File: src/rtl/sraml_responder.sv
// sraml_responder: SRAM-like slave port in front of a single-port word RAM.
// One transaction in flight: accept, optional wait cycles, one RAM access,
// then a one-cycle data_ok response.
//
// Parameters:
//   ADDR_W   word-address width of the RAM port
//   LATENCY  extra wait cycles before each RAM access (0..15)
// Ports:
//   clk, rst                 clock, synchronous active-high reset
//   req, wr, size, addr      request valid, direction, size, byte address
//   wdata                    lane-placed write data
//   addr_ok                  request accepted when req & addr_ok
//   data_ok, rdata           completion pulse and read data
//   ram_en, ram_wen          RAM strobe and byte write enables
//   ram_addr, ram_wdata      RAM word address and write data
//   ram_rdata                RAM read data, one cycle after a read strobe
module sraml_responder #(
    parameter int ADDR_W  = 16,
    parameter int LATENCY = 0
) (
    input  logic              clk,
    input  logic              rst,
    input  logic              req,
    input  logic              wr,
    input  logic [1:0]        size,
    input  logic [31:0]       addr,
    input  logic [31:0]       wdata,
    output logic              addr_ok,
    output logic              data_ok,
    output logic [31:0]       rdata,
    output logic              ram_en,
    output logic [3:0]        ram_wen,
    output logic [ADDR_W-1:0] ram_addr,
    output logic [31:0]       ram_wdata,
    input  logic [31:0]       ram_rdata
);

    typedef enum logic [1:0] {
        IDLE,
        WAIT,
        ACCESS,
        RESP
    } state_t;

    state_t state;
    state_t state_nxt;

    logic [3:0] cnt;
    logic [3:0] cnt_nxt;

    // Latched request fields; only the bits the RAM can see are kept.
    logic              l_wr;
    logic [1:0]        l_size;
    logic [1:0]        l_lo;
    logic [ADDR_W-1:0] l_word;
    logic [31:0]       l_wdata;

    logic       accept;
    logic [3:0] lane_mask;

    // Address bits above the RAM are dropped, so addresses wrap.
    logic unused_addr_hi;
    assign unused_addr_hi = ^addr[31:ADDR_W+2];

    // Decoded from the state register only; reset holds it low.
    assign addr_ok = (state == IDLE) && !rst;
    assign accept  = req && addr_ok;

    always_ff @(posedge clk) begin
        if (rst) begin
            state <= IDLE;
            cnt   <= 4'd0;
        end else begin
            state <= state_nxt;
            cnt   <= cnt_nxt;
        end
    end

    always_ff @(posedge clk) begin
        if (rst) begin
            l_wr    <= 1'b0;
            l_size  <= 2'd0;
            l_lo    <= 2'd0;
            l_word  <= '0;
            l_wdata <= 32'd0;
        end else if (accept) begin
            l_wr    <= wr;
            l_size  <= size;
            l_lo    <= addr[1:0];
            l_word  <= addr[ADDR_W+1:2];
            l_wdata <= wdata;
        end
    end

    always_comb begin
        state_nxt = state;
        cnt_nxt   = cnt;
        unique case (state)
            IDLE: begin
                if (req) begin
                    cnt_nxt   = 4'(LATENCY);
                    state_nxt = (LATENCY > 0) ? WAIT : ACCESS;
                end
            end
            WAIT: begin
                // Saturating down-count; leave on the last wait cycle.
                if (cnt != 4'd0) begin
                    cnt_nxt = cnt - 4'd1;
                end
                if (cnt <= 4'd1) begin
                    state_nxt = ACCESS;
                end
            end
            ACCESS: state_nxt = RESP;
            RESP:   state_nxt = IDLE;
            default: state_nxt = IDLE;
        endcase
    end

    // Misaligned accesses are aligned down to their natural lanes.
    always_comb begin
        lane_mask = 4'b1111;
        unique case (l_size)
            2'd0:    lane_mask = 4'b0001 << l_lo;
            2'd1:    lane_mask = 4'b0011 << {l_lo[1], 1'b0};
            default: lane_mask = 4'b1111;
        endcase
    end

    // Reset also gates the outputs so a dropped transaction never
    // reaches the RAM or the initiator.
    assign ram_en    = (state == ACCESS) && !rst;
    assign ram_wen   = (ram_en && l_wr) ? lane_mask : 4'd0;
    assign ram_addr  = ram_en ? l_word : '0;
    assign ram_wdata = ram_en ? l_wdata : 32'd0;

    assign data_ok = (state == RESP) && !rst;
    assign rdata   = (data_ok && !l_wr) ? ram_rdata : 32'd0;

endmodule

File: config.mk
export PLATFORM = sky130hd
export DESIGN_NAME = sraml_responder
export DESIGN_NICKNAME = d
export VERILOG_FILES = /design/src/rtl/sraml_responder.sv
export SDC_FILE = /design/constraint.sdc
export NUM_CORES = 1
export LEC_CHECK = 0
export CAP_MARGIN = 20
export CORE_UTILIZATION = 35
export DETAILED_ROUTE_END_ITERATION = 7
export HOLD_SLACK_MARGIN = 0.02
export PLACE_DENSITY = 0.89
export SLEW_MARGIN = 10
export SYNTH_ARGS = -nofsm -noshare
export SYNTH_HDL_FRONTEND = slang
export SYNTH_SLANG_ARGS = --single-unit
File: constraint.sdc
create_clock -name clk -period 1.9 [get_ports clk]
set_input_delay 0.19 -clock clk [delete_from_list [all_inputs] [get_ports clk]]
set_output_delay 0.19 -clock clk [all_outputs]
set_load 0.005 [all_outputs]
======== Word-level counts from Yosys, hierarchy flattened ========
Index checks and enable logic that the tools add are counted.
cells by class
  add/subtract/negate cells ............... 1
  order comparisons ....................... 1
  eq/ne operators ......................... 7
  shifts and indexed selects .............. 2
  multiplexer cells ....................... 11
  reduce and logical (&&, ||, !) cells .... 14
operators with widths
  kind                                                             count
  two-way mux 32 bit                                               2
  two-way mux 16 bit                                               1
  one-hot mux 4 bit (2 select lines)                               2
  two-way mux 4 bit                                                3
  one-hot mux 2 bit (4 select lines)                               1
  logical AND 1 bit                                                6
  inequality test 2 bit (second input constant)                    3
  equality test 2 x 1 -> 1 bit (second input constant)             2
  equality test 2 bit (second input constant)                      2
  less-or-equal comparator 4 x 1 -> 1 bit (second input constant)  1
  logical NOT 2 bit                                                2
  two-way mux 2 bit                                                2
  nonzero test 4 bit                                               1
  left shift 1 x 2 -> 4 bit (first input constant)                 1
  left shift 2 x 2 -> 4 bit (first input constant)                 1
  subtractor 4 x 1 -> 4 bit (second input constant)                1
  AND reduction 3 bit                                              1
  logical NOT 1 bit                                                2
  AND reduction 2 bit                                              1
  nonzero test 2 bit                                               1
word-level totals
  register bits ........................... 59
  bits of input ports ..................... 102
  output and inout port bits .............. 87
  word-level logic and storage cells ...... 43

======== Logic depth before layout (Yosys ltp) ========
Gate-level depths: netlist of run 1.
  word-level depth ........................ 4
  gate-level depth with buffers ........... 6
  gate-level depth less buffers ........... 5

======== Worst setup path before layout of run 1 ========
No wires, ideal clock.
  path type ............................... reg-to-reg
  start ................................... register cnt[0]
  end ..................................... register cnt[2]
  library setup time ...................... 0.096 ns
  arrival ................................. 1.346 ns
  required time ........................... 1.804 ns
  slack ................................... 0.458 ns
  stages on the path, launching flop included .. 6
  buffers on the path ..................... 0
  clock period less this slack ............ 1.442 ns
  cells stage by stage .................... dfxtp_1 inv_1 ha_1 nor4bb_2 or3b_1 o41ai_2
between the ends
  longest elaborated chain between the ends .. 3
  elaborated cells between the ends (all ways) .. 6
  those cells by class .................... add/sub: 1; eq/ne: 1; mux: 2; reduce/logical: 2
ends and longest elaborated chain
  item                                                                       RTL line  text
  start: declaration                                                         48        logic [3:0] cnt;
  start signal: assignment                                                   75        cnt <= cnt_nxt;
  subtractor 4 x 1 -> 4 bit or nonzero test 4 bit (tied branches)            108, 107
  two-way mux 4 bit or inequality test 2 bit (tied branches)                 n/a
  one-hot mux 4 bit (2 select lines) or AND reduction 3 bit (tied branches)  n/a
Parallel ways exist; a longest one is shown, timed or not. The select of a mux whose other input is x is not followed.
A chain may end at the register's enable or synchronous reset.

======== Worst setup path after layout of run 1 ========
  start ................................... register state[0]
  end ..................................... output port ram_wdata[1]
between the ends
  longest elaborated chain between the ends .. 3
ends and longest elaborated chain
  item                      RTL line  text
  start: declaration        45        state_t state;
  start signal: assignment  74        state <= state_nxt;
  equality test 2 bit       132       assign ram_en = (state == ACCESS) && !rst;
  logical AND 1 bit         132
  two-way mux 32 bit        135       assign ram_wdata = ram_en ? l_wdata : 32'd0;
  end: declaration          34        output logic [31:0] ram_wdata,
Every way passes these cells.

==> summary.txt, run 1 <==
Timing
  • Max-slew headroom: 55.4%
  • RSZ-0062 raised after global routing: yes
  • Endpoints failing hold: 0
  • Clk_skew: 0.00554 ns
  • Final setup margin: 0.0492 ns
  • Sum Neg Setup Slack: 0 ns
  • F_max: 540 MHz
  • Least-Margin Pin Slew: 0.669 ns
  • Fin crit share: 97.4%
  • Post-layout minimum cycle time: 1.85 ns
  • Slew Viols, Final: 0
  • Final setup fails: 0

Global route
  • Gr ovfl total: 0
  • Vias in the first global route: 2,801
  • Initial antenna violation count: 0
  • Total GRT Usage: 21.8%
  • First-pass GRT wire length: 14.2 mm
  • Maximum number of pins on one net before global-route repair: 23

Die
  • Core area: 0.00741 mm^2
  • Initial core utilization: 36.8%
  • DIE AREA: 0.00815 mm^2
  • Die X: 90.3 um
  • Die H: 90.3 um
  • I/O pin total: 189
  • Cell Rows: 31

Worst setup path
  • WP data required: 1.71 ns
  • CP Cell Sequence: nor3b_4 > buf_6 > buf_12 > clkbuf_16 > and2_1 > clkdlybuf4s15_1
  • Crit-path max FO: 6
  • Worst Setup Path Type: register to primary output
  • Bufs and invs on worst path: 4
  • CP max stage cell: dfxtp_4
  • Cell family with most CP delay: buffers and inverters
  • Slowest stage delay, CP: 0.36 ns
  • CP arrival: 1.66 ns
  • Nature of the critical path startpoint: register
  • CP endpoint kind: primary output

Finish
  • Area grow syn2layout: 76.3%
  • Nets: 601
  • Share of layout cells above drive strength 1: 13.4%
  • Post-route insts no fill: 600
  • N_diodes: 0
  • # fillers: 597

Clock tree
  • CTS tree: yes
  • CTS root buffer: clkbuf_8
  • Worst-case clock buffer depth: 2
  • Clock sinks: 59
  • Clk pin slew, worst setup/hold paths: 0.07 ns
  • H-Tree Depth: 3
  • Total CTS buffers: 9
  • # hold bufs at CTS: 0
  • Worst skew pair latency: 0.33 ns

Routing
  • Final WL: 8.91 mm
  • DRC viols: 0
  • Vias/cell: 4.81
  • First-pass detailed-route iteration total: 4
  • Routed Antenna Nets: 0
  • WL/cell: 14.8 um
  • Initial DRC count: 65
  • Via count: 2,886

Synth
  • Yosys Warn Count: 0
  • Number of flops mapped to enable cells by yosys: 0
  • Syn avg cell area: 8.79 um^2
  • Cells after Synth: 310
  • Sequential share of the synthesized area: 43.3%
  • Register bit total from synthesis: 59
  • Unique masters post-synth: 33
  • Synth Net Count: 415
  • Synth Flop Type: dfxtp_1
  • Post-synth ARST share: 0%
  • Post-Synthesis Cell Area: 0.00273 mm^2

Power and ir drop
  • Max VDD drop: 0.000538 V
  • Leak pwr: 0.00224 uW
  • PD cells: 633 mW/mm^2

Placed design
  • DP Wirelength: 6.11 mm
  • I/O Buffers: 174
  • Post-Place Cells: 569
  • Final Wtd Congestion: 0.829
  • Place WS: -0.282 ns

Run
  • Max_cap viols: 0

Hold path
  • Worst hold path type: input pin to register

Status
  • Status: finished clean
==> power breakdown <==
part           internal (uW)  switching, uW
combinational            372            247
clock                    540            490
sequential              1330           57.4
==> metal layers <==
metal / track usage (%) / vias up / wire length, um
met5: 0 / - / 0
met4: 6.18 / 0 / 162
met3: 7.41 / 14 / 615
met2: 37.4 / 120 / 4340
met1: 25.7 / 1342 / 3790
li1: - / 1410 / -
==> worst min-delay path, stage by stage <==
cell and delay, ns:
clkdlybuf4s50_1 0.39, nand2_1 0.05, a21oi_1 0.05
==> cell families (layout without fill, tap and decap cells) <==
logic type	Yosys count	after routing	synth area share, %
compound gates	72	72	18.9
fa+ha+maj	3	3	1.38
buf+inv	32	221	6.43
flops	59	59	43.3
simple gates	144	146	30.0
==> flip-flops by register name, summed over array words and instances, names as in the netlist <==
register / count
cnt: 4
state: 2
l_wr: 1
l_lo: 2
l_wdata: 32
l_word: 16
l_size: 2
==> final timing paths <==
kind	startpoint	end	slack, ns	depth (start not counted)
worst max register to register	cnt[0]	cnt[2]	0.29	5
worst max-delay path	state[0]	ram_wdata[1]	0.05	6
worst min register to register	l_wdata[3]	l_wdata[3]	0.45	2
worst min-delay path	addr[7]	l_word[5]	0.40	3
==> cells in the mapped netlist (3+ instances only) <==
cell type,n,area (um^2)
a21oi_1,28,140
a22o_1,31,272
and2_1,80,500
buf_2,11,55.1
buf_4,5,37.5
buf_6,3,33.8
clkbuf_1,6,22.5
dfxtp_1,59,1180
ha_1,3,37.5
inv_1,7,26.3
nand2_1,45,169
nor2_1,4,15.0
o21ai_0,3,15.0
==> layout by cell type, fill, tap and decap left out, types with 2 or more instances in the layout <==
cell type,Yosys,layout
clkdlybuf4s50_1,0,88
dlygate4sd2_1,0,42
and2b_4,1,2
a22o_1,31,31
clkbuf_2,0,12
dlymetal6s2s_1,0,4
inv_1,7,7
clkinv_2,0,2
a21oi_1,28,28
buf_6,3,2
o31ai_1,2,2
buf_4,5,17
o21bai_1,2,2
clkinvlp_4,0,2
clkbuf_8,0,11
and2_4,0,2
buf_8,0,3
and2_1,80,78
clkdlybuf4s15_1,0,27
nor2_1,4,3
nand2_1,45,45
o21ai_0,3,3
dfxtp_1,59,57
ha_1,3,3
or3_1,2,2
o211ai_1,2,2
==> through the flow <==
| stage | cell area, um^2 | utilization, % | hold slack (ns) | total power, uW |
|---|---|---|---|---|
| 6_report | 4810 | 64.9 | 0.396 | 3040 |
| 3_3_place_gp | 4540 | 61.3 | 0.439 | 1970 |
| 5_1_grt | 4810 | 64.9 | 0.396 | 3200 |
| 4_1_cts | 4780 | 64.6 | 0.386 | 3060 |
| 3_5_place_dp | 4550 | 61.5 | 0.445 | 2000 |
| 2_1_floorplan | 2730 | - | 0.323 | 1680 |
==> what timing repair did <==
| item | 4_1_cts | 5_1_grt |
|---|---|---|
| setup buffers | 9 | 4 |
| pin swaps | 3 | 1 |
| gates resized for setup | 104 | 53 |
| setup endpoints to repair | 86 | 24 |
| cloned | 3 | 1 |
==> final cells by class <==
class	count	area (um^2)	area share [%]
timing repair buffer	198	1880	39.1
sequential	59	1190	24.7
tap	99	124	2.58
inverter	7	26.3	0.547
multi-input combinational	221	1410	29.3
clock buffer	12	155	3.23
clock inverter	4	25.0	0.521
Power figures use the tool's default switching activity.
==> run 2: changes to the inputs <==
- MAX_ROUTING_LAYER: not set -> met4
==> summary.txt, run 2 (synthesis gave the netlist of run 1 again) <==
Routing
  • Via count: 2,911
  • Routed Antenna Nets: 0
  • First-pass detailed-route iteration total: 4
  • WL/cell: 14.9 um
  • Final WL: 8.92 mm
  • Vias/cell: 4.85
  • DRC viols: 0
  • Initial DRC count: 68

Run
  • Max_cap viols: 0

Finish
  • Share of layout cells above drive strength 1: 13.6%
  • Post-Layout Inst Area: 0.00480 mm^2
  • Nets: 601
  • Biggest regs: l_wdata x32, l_word x16, cnt x4
  • # fillers: 598
  • N_diodes: 0
  • Max FFs per register: 32
  • Fin util: 64.8%
  • Area grow syn2layout: 76.1%
  • Post-route insts no fill: 600
  • Most common cell after layout, fill and taps aside: clkdlybuf4s50_1
  • Most frequent cells in the layout: clkdlybuf4s50_1 (88), and2_1 (78), dfxtp_1 (57), nand2_1 (45), dlygate4sd2_1 (42)
  • Largest reg by FF count: l_wdata

Timing
  • Endpoints failing hold: 0
  • RSZ-0062 raised after global routing: yes
  • Least-Margin Pin Slew: 0.662 ns
  • Post-layout minimum cycle time: 1.84 ns
  • Fin crit share: 97.1%
  • F_max: 542 MHz
  • Clk_skew: 0.00560 ns
  • Slew Viols, Final: 0
  • Sum Neg Setup Slack: 0 ns
  • Final setup fails: 0
  • Max-slew headroom: 55.8%

Worst setup path
  • Nature of the critical path startpoint: register
  • Crit-path max FO: 6
  • WP data required: 1.71 ns
  • Worst Setup Path Type: register to primary output
  • Worst R2R Start: cnt[0]
  • Reg2reg end: cnt[2]
  • Worst Setup SP: state[0]
  • CP arrival: 1.65 ns
  • Worst reg-to-reg path cell count: 5
  • CP endpoint kind: primary output
  • R2R Setup Slk: 0.29 ns

Clock tree
  • H-Tree Depth: 3
  • Total CTS buffers: 9
  • Worst skew pair latency: 0.33 ns
  • CTS tree: yes
  • Worst-case clock buffer depth: 2
  • Clk pin slew, worst setup/hold paths: 0.07 ns
  • # hold bufs at CTS: 0
  • CTS root buffer: clkbuf_8
  • Clock sinks: 59

Placed design
  • DP Wirelength: 6.11 mm
  • Post-Place Cells: 569
  • Placed cell area: 0.00455 mm^2
  • I/O Buffers: 174
  • Final Wtd Congestion: 0.842

Status
  • Status: finished clean

Hold path
  • Hold worst-path end: l_word[5]
  • Hold Crit Start: addr[7]
  • Worst hold path type: input pin to register
  • Hold path cells: 3

Global route
  • Gr ovfl total: 0
  • Vias in the first global route: 2,800
  • Total GRT Usage: 22.4%
  • Maximum number of pins on one net before global-route repair: 23
  • Initial antenna violation count: 0
  • First-pass GRT wire length: 14.2 mm

Power and ir drop
  • Leak pwr: 0.00224 uW
  • Max VDD drop: 0.000540 V
  • PD cells: 634 mW/mm^2
  • Power consumption: 3040 uW

Die
  • Die X: 90.3 um
  • Die H: 90.3 um
  • DIE AREA: 0.00815 mm^2
  • Initial core utilization: 36.8%
  • Cell Rows: 31
  • Core area: 0.00741 mm^2
  • I/O pin total: 189
run 2: changes by cell type in the layout (fill, tap and decap cells not counted):
cell / change
clkbuf_2: +1
clkdlybuf4s15_1: -1
run 2: layout make-up:
class / count / area [um^2] / area share, %
clock buffer: 12 / 155 / 3.23
clock inverter: 4 / 25.0 / 0.521
inverter: 7 / 26.3 / 0.547
multi-input combinational: 221 / 1410 / 29.3
sequential: 59 / 1190 / 24.7
tap: 99 / 124 / 2.58
timing repair buffer: 198 / 1880 / 39.1
run 2: repair_timing:
item | in CTS | in global routing
gates cloned | 3 | 1
endpoints found under the hold margin | 0 | 0
gates resized for setup | 104 | 54
endpoints found under the setup margin | 86 | 24
pin swaps | 3 | 1
buffers inserted | 9 | 4
run 2: power breakdown:
| group | internal [uW] | total [uW] | switching (uW) |
|---|---|---|---|
| clock network | 540 | 1030 | 492 |
| registers | 1330 | 1390 | 57.1 |
| logic | 372 | 620 | 248 |
| total | 2240 | 3040 | 797 |
run 2: worst max-delay path by stage:
stage,end,slack (ns),cells after the start
2_1_floorplan,cnt[2],0.46,5
3_3_place_gp,rdata[18],-0.24,5
3_5_place_dp,rdata[30],-0.28,5
4_1_cts,rdata[5],-0.15,4
5_1_grt,rdata[10],-0.003,5
6_report,ram_wdata[5],0.06,6
run 2: layer usage:
metal  vias up  track usage [%]  share of wire [%]
li1       1410                -                  -
met1      1348             26.2                 42
met2       136             37.4                 48
met3        17             6.65                7.0
met4         0             6.18                2.0
met5         -                -                  0
run 2: critical path: stages (launching register included):
cell,delay [ns]
dfxtp_4,0.36
nor3b_4,0.21
buf_6,0.16
buf_12,0.12
clkbuf_16,0.13
and2_1,0.11
clkdlybuf4s15_1,0.22
run 2: through the flow:
step / hold slack, ns / setup WS (ns)
2_1_floorplan: 0.323 / 0.458
3_3_place_gp: 0.439 / -0.236
6_report: 0.395 / 0.0554
5_1_grt: 0.396 / -0.00301
4_1_cts: 0.386 / -0.147
3_5_place_dp: 0.445 / -0.282
==> run 3: changes to the inputs <==
- PLACE_DENSITY: 0.89 -> not set
- PLACE_DENSITY_LB_ADDON: not set -> 0.15
==> summary.txt, run 3 (synthesis gave the netlist of run 1 again) <==
Worst setup path
  • Worst Setup SP: state[0]
  • R2R Setup Slk: 0.32 ns
  • Nature of the critical path startpoint: register
  • Worst Setup Path Type: register to primary output
  • Crit-path max FO: 16
  • CP max stage cell: clkdlybuf4s50_1
  • Slowest stage delay, CP: 0.49 ns
  • CP endpoint kind: primary output
  • WP data required: 1.71 ns
  • CP Cell Sequence: nor3b_4 > buf_6 > and2_1 > clkdlybuf4s50_1
  • CP arrival: 1.77 ns
  • Worst R2R Start: cnt[0]

Finish
  • Area grow syn2layout: 80.0%
  • Share of layout cells above drive strength 1: 13.9%
  • N_diodes: 0
  • Largest reg by FF count: l_wdata
  • Post-Layout Inst Area: 0.00491 mm^2
  • Max FFs per register: 32
  • Nets: 603
  • Biggest regs: l_wdata x32, l_word x16, cnt x4
  • Most common cell after layout, fill and taps aside: clkdlybuf4s50_1
  • Most frequent cells in the layout: clkdlybuf4s50_1 (93), and2_1 (77), dfxtp_1 (57), nand2_1 (45), dlygate4sd2_1 (40)

Power and ir drop
  • Leak pwr: 0.00239 uW
  • PD cells: 697 mW/mm^2
  • Max VDD drop: 0.000396 V

Clock tree
  • Worst skew pair latency: 0.34 ns
  • Worst-case clock buffer depth: 2
  • Clock sinks: 59
  • CTS tree: yes
  • CTS root buffer: clkbuf_8
  • Clk pin slew, worst setup/hold paths: 0.07 ns
  • H-Tree Depth: 3
  • Total CTS buffers: 9

Timing
  • Final setup margin: -0.0569 ns
  • Sum Neg Setup Slack: -0.180 ns
  • Clk_skew: 0.0155 ns
  • Final setup fails: 4
  • Fin crit share: 103%
  • RSZ-0062 raised after global routing: yes
  • Slew Viols, Final: 0
  • Endpoints failing hold: 0
  • Least-Margin Pin Slew: 0.490 ns
  • Post-layout minimum cycle time: 1.96 ns
  • Max-slew headroom: 66.9%
  • F_max: 511 MHz

Global route
  • Maximum number of pins on one net before global-route repair: 32
  • Initial antenna violation count: 0
  • First-pass GRT wire length: 14.1 mm
  • Vias in the first global route: 2,755
  • Gr ovfl total: 0
  • Total GRT Usage: 22.7%

Status
  • Failing checks: setup timing
  • Status: complete, but fails checks

Placed design
  • DP Wirelength: 6.15 mm
  • I/O Buffers: 174
  • Placed cell area: 0.00455 mm^2
  • Final Wtd Congestion: 0.765
  • Place WS: -0.283 ns

Routing
  • WL/cell: 15.0 um
  • DRC viols: 0
  • First-pass detailed-route iteration total: 6
  • Vias/cell: 4.71
  • Routed Antenna Nets: 0
  • Initial DRC count: 96
  • Final WL: 9.05 mm
  • Via count: 2,835

Die
  • Die X: 90.3 um
  • I/O pin total: 189
  • Core area: 0.00741 mm^2
  • DIE AREA: 0.00815 mm^2
  • Cell Rows: 31
  • Die H: 90.3 um
  • Initial core utilization: 36.8%

Run
  • Max_cap viols: 0

Hold path
  • Worst hold path type: input pin to register
  • Hold Crit Start: wdata[6]
## run 3: worst paths after layout
check             cells past startpoint             to
hold reg to reg                       2      l_word[9]
setup / recovery                      4  ram_wdata[25]
setup reg to reg                      5         cnt[2]
hold / removal                        3     l_wdata[6]
## run 3: routing by layer
metal | routed length (um) | track usage, %
met1 | 3960 | 26.9
met2 | 4310 | 36.8
met3 | 618 | 5.98
met4 | 163 | 9.14
met5 | 0 | -
## run 3: cell type report
cell class	count	area, um^2
clock inverters	7	124
flip-flops and latches	59	1180
well taps	99	124
multi-input cells	222	1420
fillers	646	2500
clock buffers	9	124
inverters	7	26.3
repair buffers	199	1900
## run 3: what timing repair did
item	CTS	global route
setup endpoints to repair	86	47
hold buffers	0	0
pin swaps	1	0
gates resized for setup	87	62
cloned	4	1
buffers inserted	9	3
## run 3: per-stage QoR
step           power [uW]  utilization (%)  hold WS (ns)  instances
6_report             3420             66.2         0.398        602
2_1_floorplan        1680                -         0.323        310
3_3_place_gp         1980             61.5         0.437        570
5_1_grt              3580             66.2         0.398        602
3_5_place_dp         2000             61.5         0.442        570
4_1_cts              3430             65.3         0.383        598
## run 3: report_power, final
part | internal, uW | switching (uW)
logic | 367 | 244
registers | 1330 | 52.7
clock network | 880 | 544
total | 2580 | 841
## run 3: worst max-delay path, delay by kind of cell, from the launching register on
| family | cells | cell delay [ns] |
|---|---|---|
| buffers and inverters | 2 | 0.68 |
| AND/OR/NAND/NOR | 2 | 0.41 |
| flip-flops | 1 | 0.34 |
